[src/rtl/eprisc_bus_arbiter.sv]
`default_nettype none
// ============================================================================
//  Module   : eprisc_bus_arbiter
//  Purpose  : Two-port round-robin arbiter for the shared ROM/RAM bus.
//             Port A (core) and port B (DMA/debug) each issue single
//             read/write transactions. A granted transaction runs through
//             IDLE -> SETUP -> (WAIT) -> ACK. Address bit 8 selects the
//             region: 0 = ROM, 1 = RAM. Writes to ROM are dropped, flagged
//             on oFault and still acknowledged.
//  Ports    : iClk, iRst                    clock, synchronous active-high reset
//             iReqX/iWriteX/iAddrX/iDataX   requester X (A or B) inputs
//             oAckX/oDataX                  completion pulse, read data
//             oMemAddr/oMemData/iMemData    shared bus address/data
//             oMemWrite/oRomEn/oRamEn       shared bus strobes
//             oFault                        illegal ROM write pulse
//             oBusy                         FSM not in IDLE
//  Revision : 1.0  initial release
// ============================================================================
module eprisc_bus_arbiter #(
  parameter int pWaitCycles = 1  // read latency in clocks, 1..15
) (
  input  logic        iClk,
  input  logic        iRst,
  input  logic        iReqA,
  input  logic        iWriteA,
  input  logic [31:0] iAddrA,
  input  logic [31:0] iDataA,
  output logic        oAckA,
  output logic [31:0] oDataA,
  input  logic        iReqB,
  input  logic        iWriteB,
  input  logic [31:0] iAddrB,
  input  logic [31:0] iDataB,
  output logic        oAckB,
  output logic [31:0] oDataB,
  output logic [31:0] oMemAddr,
  output logic [31:0] oMemData,
  input  logic [31:0] iMemData,
  output logic        oMemWrite,
  output logic        oRomEn,
  output logic        oRamEn,
  output logic        oFault,
  output logic        oBusy
);

  localparam logic [1:0] S_IDLE  = 2'd0;
  localparam logic [1:0] S_SETUP = 2'd1;
  localparam logic [1:0] S_WAIT  = 2'd2;
  localparam logic [1:0] S_ACK   = 2'd3;

  localparam logic [3:0] cWaitLoad = 4'(pWaitCycles - 1);

  // Owner / last-served encoding: 0 = port A, 1 = port B
  logic [1:0]  state_q,    state_d;
  logic        owner_q,    owner_d;
  logic        last_q,     last_d;
  logic [31:0] reqAddr_q,  reqAddr_d;
  logic [31:0] reqData_q,  reqData_d;
  logic        reqWrite_q, reqWrite_d;
  logic [3:0]  cnt_q,      cnt_d;

  // Bus and port outputs are registered; their next values are computed
  // from the next state so they line up exactly with the state they belong to.
  logic [31:0] memAddr_q,  memAddr_d;
  logic [31:0] memData_q,  memData_d;
  logic        memWrite_q, memWrite_d;
  logic        romEn_q,    romEn_d;
  logic        ramEn_q,    ramEn_d;
  logic        fault_q,    fault_d;
  logic        ackA_q,     ackA_d;
  logic        ackB_q,     ackB_d;
  logic [31:0] dataA_q,    dataA_d;
  logic [31:0] dataB_q,    dataB_d;

  logic        grantB;

  always_comb begin
    state_d    = state_q;
    owner_d    = owner_q;
    last_d     = last_q;
    reqAddr_d  = reqAddr_q;
    reqData_d  = reqData_q;
    reqWrite_d = reqWrite_q;
    cnt_d      = cnt_q;
    memAddr_d  = memAddr_q;
    memData_d  = memData_q;
    memWrite_d = 1'b0;
    romEn_d    = 1'b0;
    ramEn_d    = 1'b0;
    fault_d    = 1'b0;
    ackA_d     = 1'b0;
    ackB_d     = 1'b0;
    dataA_d    = dataA_q;
    dataB_d    = dataB_q;
    grantB     = 1'b0;

    case (state_q)
      S_IDLE: begin
        if (iReqA || iReqB) begin
          // B wins only if A is idle, or on a tie when A was served last
          grantB     = iReqB && (!iReqA || !last_q);
          owner_d    = grantB;
          reqAddr_d  = grantB ? iAddrB  : iAddrA;
          reqData_d  = grantB ? iDataB  : iDataA;
          reqWrite_d = grantB ? iWriteB : iWriteA;
          state_d    = S_SETUP;

          // Bus values for the SETUP cycle
          memAddr_d = reqAddr_d;
          memData_d = reqData_d;
          if (!reqWrite_d) begin
            romEn_d = !reqAddr_d[8];
            ramEn_d = reqAddr_d[8];
          end else if (reqAddr_d[8]) begin
            ramEn_d    = 1'b1;
            memWrite_d = 1'b1;
          end else begin
            fault_d = 1'b1;  // ROM write: dropped, but flagged
          end
        end
      end

      S_SETUP: begin
        if (reqWrite_q) begin
          state_d = S_ACK;
          ackA_d  = !owner_q;
          ackB_d  = owner_q;
        end else begin
          state_d = S_WAIT;
          cnt_d   = cWaitLoad;
          romEn_d = !reqAddr_q[8];
          ramEn_d = reqAddr_q[8];
        end
      end

      S_WAIT: begin
        if (cnt_q == 4'd0) begin
          // Last WAIT cycle: memory data is valid now
          if (owner_q) dataB_d = iMemData;
          else         dataA_d = iMemData;
          state_d = S_ACK;
          ackA_d  = !owner_q;
          ackB_d  = owner_q;
        end else begin
          cnt_d   = cnt_q - 4'd1;
          romEn_d = !reqAddr_q[8];
          ramEn_d = reqAddr_q[8];
        end
      end

      S_ACK: begin
        last_d  = owner_q;
        state_d = S_IDLE;
      end

      default: state_d = S_IDLE;
    endcase
  end

  always_ff @(posedge iClk) begin
    if (iRst) begin
      state_q    <= S_IDLE;
      owner_q    <= 1'b0;
      last_q     <= 1'b1;  // B counts as last served so A wins the first tie
      reqAddr_q  <= '0;
      reqData_q  <= '0;
      reqWrite_q <= 1'b0;
      cnt_q      <= '0;
      memAddr_q  <= '0;
      memData_q  <= '0;
      memWrite_q <= 1'b0;
      romEn_q    <= 1'b0;
      ramEn_q    <= 1'b0;
      fault_q    <= 1'b0;
      ackA_q     <= 1'b0;
      ackB_q     <= 1'b0;
      dataA_q    <= '0;
      dataB_q    <= '0;
    end else begin
      state_q    <= state_d;
      owner_q    <= owner_d;
      last_q     <= last_d;
      reqAddr_q  <= reqAddr_d;
      reqData_q  <= reqData_d;
      reqWrite_q <= reqWrite_d;
      cnt_q      <= cnt_d;
      memAddr_q  <= memAddr_d;
      memData_q  <= memData_d;
      memWrite_q <= memWrite_d;
      romEn_q    <= romEn_d;
      ramEn_q    <= ramEn_d;
      fault_q    <= fault_d;
      ackA_q     <= ackA_d;
      ackB_q     <= ackB_d;
      dataA_q    <= dataA_d;
      dataB_q    <= dataB_d;
    end
  end

  assign oAckA     = ackA_q;
  assign oAckB     = ackB_q;
  assign oDataA    = dataA_q;
  assign oDataB    = dataB_q;
  assign oMemAddr  = memAddr_q;
  assign oMemData  = memData_q;
  assign oMemWrite = memWrite_q;
  assign oRomEn    = romEn_q;
  assign oRamEn    = ramEn_q;
  assign oFault    = fault_q;
  assign oBusy     = (state_q != S_IDLE);

endmodule
`default_nettype wire

[config.mk]
export PLATFORM = sky130hd
export DESIGN_NAME = eprisc_bus_arbiter
export DESIGN_NICKNAME = d
export VERILOG_FILES = /design/src/rtl/eprisc_bus_arbiter.sv
export SDC_FILE = /design/constraint.sdc
export NUM_CORES = 1
export LEC_CHECK = 0
export ABC_AREA = 1
export BUFFER_PORTS_ARGS = -buffer_cell sky130_fd_sc_hd__buf_2
export CAP_MARGIN = 15
export CORE_AREA = 8 8 132 134
export CTS_BUF_LIST = sky130_fd_sc_hd__clkbuf_4
export CTS_CLUSTER_DIAMETER = 120
export CTS_CLUSTER_SIZE = 20
export DETAILED_ROUTE_END_ITERATION = 10
export DIE_AREA = 0 0 140 142
export MAX_ROUTING_LAYER = met4
export PLACE_DENSITY = 0.76
export SETUP_SLACK_MARGIN = 0.5
export SLEW_MARGIN = 20
export SYNTH_ARGS = -nofsm -noshare
export SYNTH_HDL_FRONTEND = slang
export SYNTH_SLANG_ARGS = --single-unit
export TNS_END_PERCENT = 10
[constraint.sdc]
create_clock -name iClk -period 4.1 [get_ports iClk]
set_clock_uncertainty 0.1 [all_clocks]
set_input_delay 0.82 -clock iClk [delete_from_list [all_inputs] [get_ports iClk]]
set_output_delay 0.82 -clock iClk [all_outputs]
set_load 0.01 [all_outputs]
# Yosys cells after proc, flatten, opt, wreduce, memory -nomap -nowiden
# Index checks and enable logic that the tools add are counted.
# op_classes
add_sub_neg	1
mux	28
bitwise	4
n_reduce_logical	18
n_eq_ne	7
# ops
cell	n
$mux W32	2
$mux W1	16
$reduce_and A3 Y1	3
$mux W4	2
$ne A2 B2 Y1 const B	4
$pmux W2 S4	1
$pmux W4 S2	1
$pmux W1 S3	2
$logic_not A1 Y1	5
$eq A2 B2 Y1 const B	2
$logic_not A4 Y1	1
$mux W2	2
$not A1 Y1	4
$pmux W1 S2	2
$reduce_and A2 Y1	2
$reduce_bool A2 Y1	2
$reduce_or A4 Y1	1
$sub A4 B1 Y4 const B	1
$eq A2 B1 Y1 const B	1
$logic_not A2 Y1	1
$logic_or A1 B1 Y1	2
$logic_and A1 B1 Y1	1
# totals
register_bits	143
output_inout_bits	135
input_bits	166
elab_cells	73

# Longest topological paths before layout
# Gate-level depths: netlist of run 1.
# depth
depth_word	8
ltp_mapped	9
ltp_nobuf	8

# Least setup slack after synthesis of run 1
# OpenSTA, ideal clock, no wires.
# synth_path
kind	flip-flop to output port
startpoint	reg state_q[0]
endpoint	out oBusy
setup_slack_ns	2.344
t_required_ns	3.180
path_stages_with_launch	4
path_buffers	0
arrival_time_ns	0.836
path_cell_list	dfxtp_1 > inv_1 > ha_1 > inv_1
# synth_between
elab_chain_len	1
# synth_rtl
element	line	text
from (decl)	54	logic [1:0] state_q, state_d;
from (signal assigned)	180	state_q <= state_d;
$reduce_bool A2 Y1	210	assign oBusy = (state_q != S_IDLE);
to (decl)	43	output logic oBusy
# Every way passes these cells.

# Worst setup path after layout of run 1
# Ends and elaborated chain as after synthesis.

==> flow_summary.yaml, run 1 <==
setup_path:
  cp_slowest_cell: "dfxtp_1"
  arrival_ns: 1.64
  cpPeakStageDelay_ns: 0.46
  cp-start-kind: "register"
  worstPathMaxFanout: 6
  worstPathCellList: "inv_1 > ha_1 > inv_1 > buf_2"
  worst-setup-path-type: "reg -> out"
  crit_path_end_kind: "output pin"
  cp.required_ns: 3.18
  critical-path-top-cell-by-count: "inv_1"
global_routing:
  track_usage_pct: 18.9
  grt-ovfl-total: 0
  grt_pass1_vias: 5524
  grt_max_degree: 118
  grt_first_pass_wirelength_mm: 29.0
  antenna_found_initial: 5
cts:
  post_cts_buffers: 0
  clock_latency_ns: 0.53
  root_buffer: "clkbuf_4"
  cts_made_buffers: 17
  clkSinkCount: 143
  cts_tree: "built"
  clk_path_buf_depth: 2
  post_cts_resized: 0
  cts_hold_buf: 0
  htree_levels: 4
  clkTransAtPathRegs_ns: 0.12
timing:
  rsz0062_at_grt: "no"
  tns_ns: 0
  min_period_over_period_pct: 62.5
  clock.fmax_mhz: 390
  min_period_ns: 2.56
  finalSetupViolCount: 0
  worst_pin_slew_ns: 1.08
  slew_headroom_pct: 27.8
  maxSlewViolCount: 0
  hold_viol_final: 0
finish:
  fin_cells: 1214
  final_cell_area_um2: 7600
  area.growth.synth_to_final_pct: 30.9
  drive_gt1_share_pct: 34.0
  final_nets: 1178
power:
  leakagePower_uw: 0.00363
  peakVddDrop_uv: 289
  power_density_nw_per_um2: 628
  total_power_uw: 4780
placement:
  portBuffers: 300
  dp_cells: 1177
  post-dp-hpwl_mm: 14.1
  postPlaceCellArea_um2: 7230
  place_congestion: 0.827
floorplanning:
  boundaryPins: 301
  die_h_um: 142
  die-area_um2: 19900
  dieWidth_um: 140
  start_util_pct: 37.7
  rows: 46
  core-area_um2: 15400
detailed_routing:
  drtIter0Drc: 278
  drt_wl_total_mm: 18.8
  vias_per_cell: 4.82
  vias: 5851
  drc: 0
  firstDrtPassIters: 5
  drt.antenna.violating_nets: 0
  routedWlPerCell_um: 15.5
synth:
  yosysUniqueCellTypes: 24
  syn_area_um2: 5810
  syn_inst: 735
  synth_area_leader_cell: "dfxtp_1"
  avgSynthCellArea_um2: 7.91
  synth_area_leaders: "dfxtp_1 (49%), nand2_1 (9.6%), o21ai_0 (8.4%)"
  ys_seq_elements: 143
  seq_area_frac_synth_pct: 49.3
  yosys.area.top_type_share_pct: 49.3
  ys_warn_count: 0
  synth_nets: 909
outcome:
  status: "finished, final reports clean"
min_path:
  hold_class: "reg -> reg"
run:
  maxCapViolations: 0
-- worst max-delay path: cells and delay by family (launching register included) --
kind | cells | cell delay (ns)
adder cells (fa/ha/maj) | 1 | 0.24
buffers and inverters | 3 | 0.40
flip-flops | 1 | 0.46
-- stage by stage --
step	setup WS, ns	hold slack (ns)	util, %
after floorplan	2.34	0.341	-
after global placement	1.67	0.328	46.9
after detailed placement	1.66	0.331	46.9
after CTS	1.50	0.351	49.2
after global routing	1.41	0.370	49.3
final	1.54	0.350	49.3
-- power breakdown --
part	total [µW]	switching (µW)	internal, µW
Sequential	2000	209	1790
Clock	1100	528	572
Combinational	1680	1050	628
-- flip-flops by register name, summed over array words and instances, names as in the netlist --
register	cells
last_q	1
oMemWrite	1
oDataA	32
oAckB	1
oDataB	32
reqWrite_q	1
oMemData	32
oRomEn	1
oAckA	1
state_q	2
oMemAddr	32
oRamEn	1
owner_q	1
cnt_q	4
oFault	1
-- worst paths after layout --
check	endpoint	start	cells after the start	slack [ns]
worst max-delay path	oBusy	state_q[0]	4	1.54
worst min-delay path	oDataA[1]	oDataA[1]	2	0.35
worst max register to register	oDataB[19]	state_q[0]	5	1.81
worst min register to register	oDataA[1]	oDataA[1]	2	0.35
-- cells by family after synthesis --
kind of cell             count (synthesis)  share of synthesized area [%]
AO/OA/AOI/OAI                          277                           25.4
adder cells (fa/ha/maj)                  8                           1.72
buffers and inverters                  135                           11.5
flip-flops                             143                           49.3
AND/OR/NAND/NOR                        172                           12.1
-- metal layers --
metal	track usage (%)	up-vias	part of all wire, %
li1	-	3004	-
met1	21.1	2562	42
met2	29.4	259	45
met3	7.98	26	10
met4	7.89	0	2.2
met5	-	-	0
-- cells in the final DEF, fill, tap and decap left out, drive strengths merged --
cell type  count
buf          304
nand2        150
dfxtp        143
o21ai        134
inv           82
a21oi         76
a31oi         63
clkbuf        20
nor2          12
ha             8
nand3          7
diode          5
bufinv         5
clkinv         4
o211ai         2
nor3           2
clkinvlp       2
o21a           1
or2            1
o2111ai        1
-- cells in the mapped netlist, drive strengths merged --
library cell / number
nand2: 150
dfxtp: 143
o21ai: 134
inv: 81
a21oi: 76
a31oi: 63
buf: 45
nor2: 12
clkbuf: 9
ha: 8
nand3: 7
nor3: 2
o211ai: 2
o2111ai: 1
o21a: 1
or2: 1
-- cell type report --
type	count	area [µm²]
Timing Repair Buffer	304	1540
Antenna cell	5	12.5
Fill cell	1541	7820
Multi-Input combinational cell	457	2280
Clock inverter	12	209
Sequential cell	143	2860
Inverter	81	305
Tap cell	192	240
Clock buffer	20	150
Note: power is estimated with default switching activity, not from simulation.
==> run 2: changes to the inputs <==
--- a/config.mk
+++ b/config.mk
@@ -15,7 +15,7 @@
 export DETAILED_ROUTE_END_ITERATION = 10
 export DIE_AREA = 0 0 140 142
 export MAX_ROUTING_LAYER = met4
-export PLACE_DENSITY = 0.76
+export PLACE_DENSITY = 0.79
 export SETUP_SLACK_MARGIN = 0.5
 export SLEW_MARGIN = 20
 export SYNTH_ARGS = -nofsm -noshare
==> constraint.sdc (replaced) <==
create_clock -name iClk -period 2.09 [get_ports iClk]
set_clock_uncertainty 0.1 [all_clocks]
set_input_delay 0.418 -clock iClk [delete_from_list [all_inputs] [get_ports iClk]]
set_output_delay 0.418 -clock iClk [all_outputs]
set_load 0.01 [all_outputs]
==> run 2 against run 1 <==
Compared with the run above:
- combinational power rose to 2.9 times the previous value
- setup slack got worse by 1.2 ns
- global-route usage increased by 5.0 points
- largest power group is now combinational logic
- highest routed layer unchanged
==> flow_summary.yaml, run 2 (same netlist as run 1, synthesis figures left out) <==
outcome:
  status: "finished, final reports clean"
global_routing:
  track_usage_pct: 23.9
  grt.met1_usage_pct: 25.7
  grt_max_degree: 65
  antenna_found_initial: 3
  grt-ovfl-total: 0
  grt_util_met2_pct: 37.2
  grt_first_pass_wirelength_mm: 36.4
  met3_usage_pct: 9.29
  grt_pass1_vias: 6800
  grt_busiest_layer: "met2"
floorplanning:
  start_util_pct: 37.7
  core-area_um2: 15400
  dieWidth_um: 140
  die-area_um2: 19900
  boundaryPins: 301
  rows: 46
  die_h_um: 142
timing:
  min_period_over_period_pct: 86.0
  maxSlewViolCount: 0
  hold_viol_final: 0
  timing.final.ws_setup_ns: 0.292
  slew_headroom_pct: 67.9
  worst_hold_slack_ns: 0.0486
  tns_ns: 0
  finalSetupViolCount: 0
  clock.fmax_mhz: 556
  min_period_ns: 1.80
  rsz0062_at_grt: "yes"
  worst_pin_slew_ns: 0.481
cts:
  clk_path_buf_depth: 2
  cts_made_buffers: 17
  clkTransAtPathRegs_ns: 0.12
  root_buffer: "clkbuf_4"
  clkSinkCount: 143
  cts_tree: "built"
  htree_levels: 4
  clock_latency_ns: 0.53
placement:
  post-dp-hpwl_mm: 14.3
  portBuffers: 300
  dp_cells: 1187
  place_congestion: 0.905
  place_ws_ns: 0.224
setup_path:
  crit_path_end_kind: "output pin"
  critical-path-top-cell-by-count: "inv_4"
  arrival_ns: 1.28
  cp-start-kind: "register"
  reg2reg_depth: 9
  timing.rr.end: "oFault"
  worst-path-buf-inv: 3
  cpPeakStageDelay_ns: 0.37
  cp_slowest_cell: "dfxtp_4"
  worstPathCellList: "inv_4 > ha_4 > inv_4 > buf_6"
  timing.rr.start: "state_q[0]"
  worstPathMaxFanout: 2
  cp_top_family: "flip-flops"
  worst-setup-path-type: "reg -> out"
  rrSetupSlack_ns: 0.30
  cp.required_ns: 1.57
detailed_routing:
  vias: 7290
  drc: 0
  drtIter0Drc: 536
  firstDrtPassIters: 8
  routedWlPerCell_um: 19.0
  drt.antenna.violating_nets: 0
  vias_per_cell: 5.32
  drt_wl_total_mm: 26.1
power:
  peakVddDrop_uv: 549
  power_density_nw_per_um2: 1140
  leakagePower_uw: 0.00445
finish:
  mostFrequentLayoutCells: "buf_2 (300), nand2_1 (148), dfxtp_1 (139)"
  fin_cells: 1370
  area.growth.synth_to_final_pct: 64.5
  drive_gt1_share_pct: 37.3
  final_common_cell: "buf_2"
  fillers: 1213
  final_nets: 1337
run:
  maxCapViolations: 0
min_path:
  min_path_cells: 3
  hold_class: "in -> reg"
  worstHoldStart: "iDataA[13]"
  min_to: "oMemData[13]"
[run 2: cell types whose count changed in the layout (fill, tap and decap cells not counted), moves of 7 or more]
cell           delta
o21ai_0          -24
buf_6             +9
dlygate4sd3_1   +109
clkbuf_16         +7
a21oi_2          +12
buf_4            +21
a21oi_1          -12
o21ai_2          +18
[run 2: worst max path at each step]
stage	start	endpoint	slack, ns	cells after the start
finish	state_q[0]	oBusy	0.29	4
floorplan	state_q[0]	oMemAddr[15]	0.56	8
detailed placement	state_q[0]	oDataB[4]	0.22	6
global route	state_q[0]	oBusy	0.19	4
CTS	state_q[0]	oBusy	0.26	4
global placement	state_q[1]	oMemData[25]	0.32	7
[run 2: what timing repair did]
action	4_1_cts	5_1_grt
gates cloned	4	15
gates resized for setup	16	81
pin swaps	2	12
endpoints found under the setup margin	202	266
hold endpoints to repair	61	2
hold buffers	107	2
buffers inserted	8	13
[run 2: report_power, final]
part | switching [µW] | leakage [µW] | internal, µW
clock | 1020 | 0.000154 | 940
sequential | 473 | 0.00118 | 3520
combinational | 2710 | 0.00312 | 2210
[run 2: layout make-up]
class	count	area, µm²	area share [%]
Multi-Input combinational cell	460	2510	26.3
Timing Repair Buffer	460	3300	34.5
Clock buffer	18	135	1.41
Sequential cell	143	2870	30.0
Clock inverter	11	169	1.77
Antenna cell	5	12.5	0.131
Inverter	81	315	3.30
Tap cell	192	240	2.51
[run 2: metal layers]
layer | share of wire (%) | routed length, µm
met5 | 0 | 0
met4 | 5.8 | 1510
met3 | 13 | 3290
met2 | 46 | 11900
met1 | 36 | 9340
[run 2: through the flow]
stage	utilization, %	cell area [µm²]	power [µW]
floorplan	-	5810	6090
global placement	47.8	7370	7330
detailed placement	47.8	7370	7410
CTS	58.1	8970	10100
global route	61.9	9550	11400
finish	62.0	9560	10900
[run 2: tightest hold or removal path: cells and delay by family]
kind	cells	cell delay [ns]
buffers and inverters	1	0.10
AO/OA/AOI/OAI	1	0.07
AND/OR/NAND/NOR	1	0.05
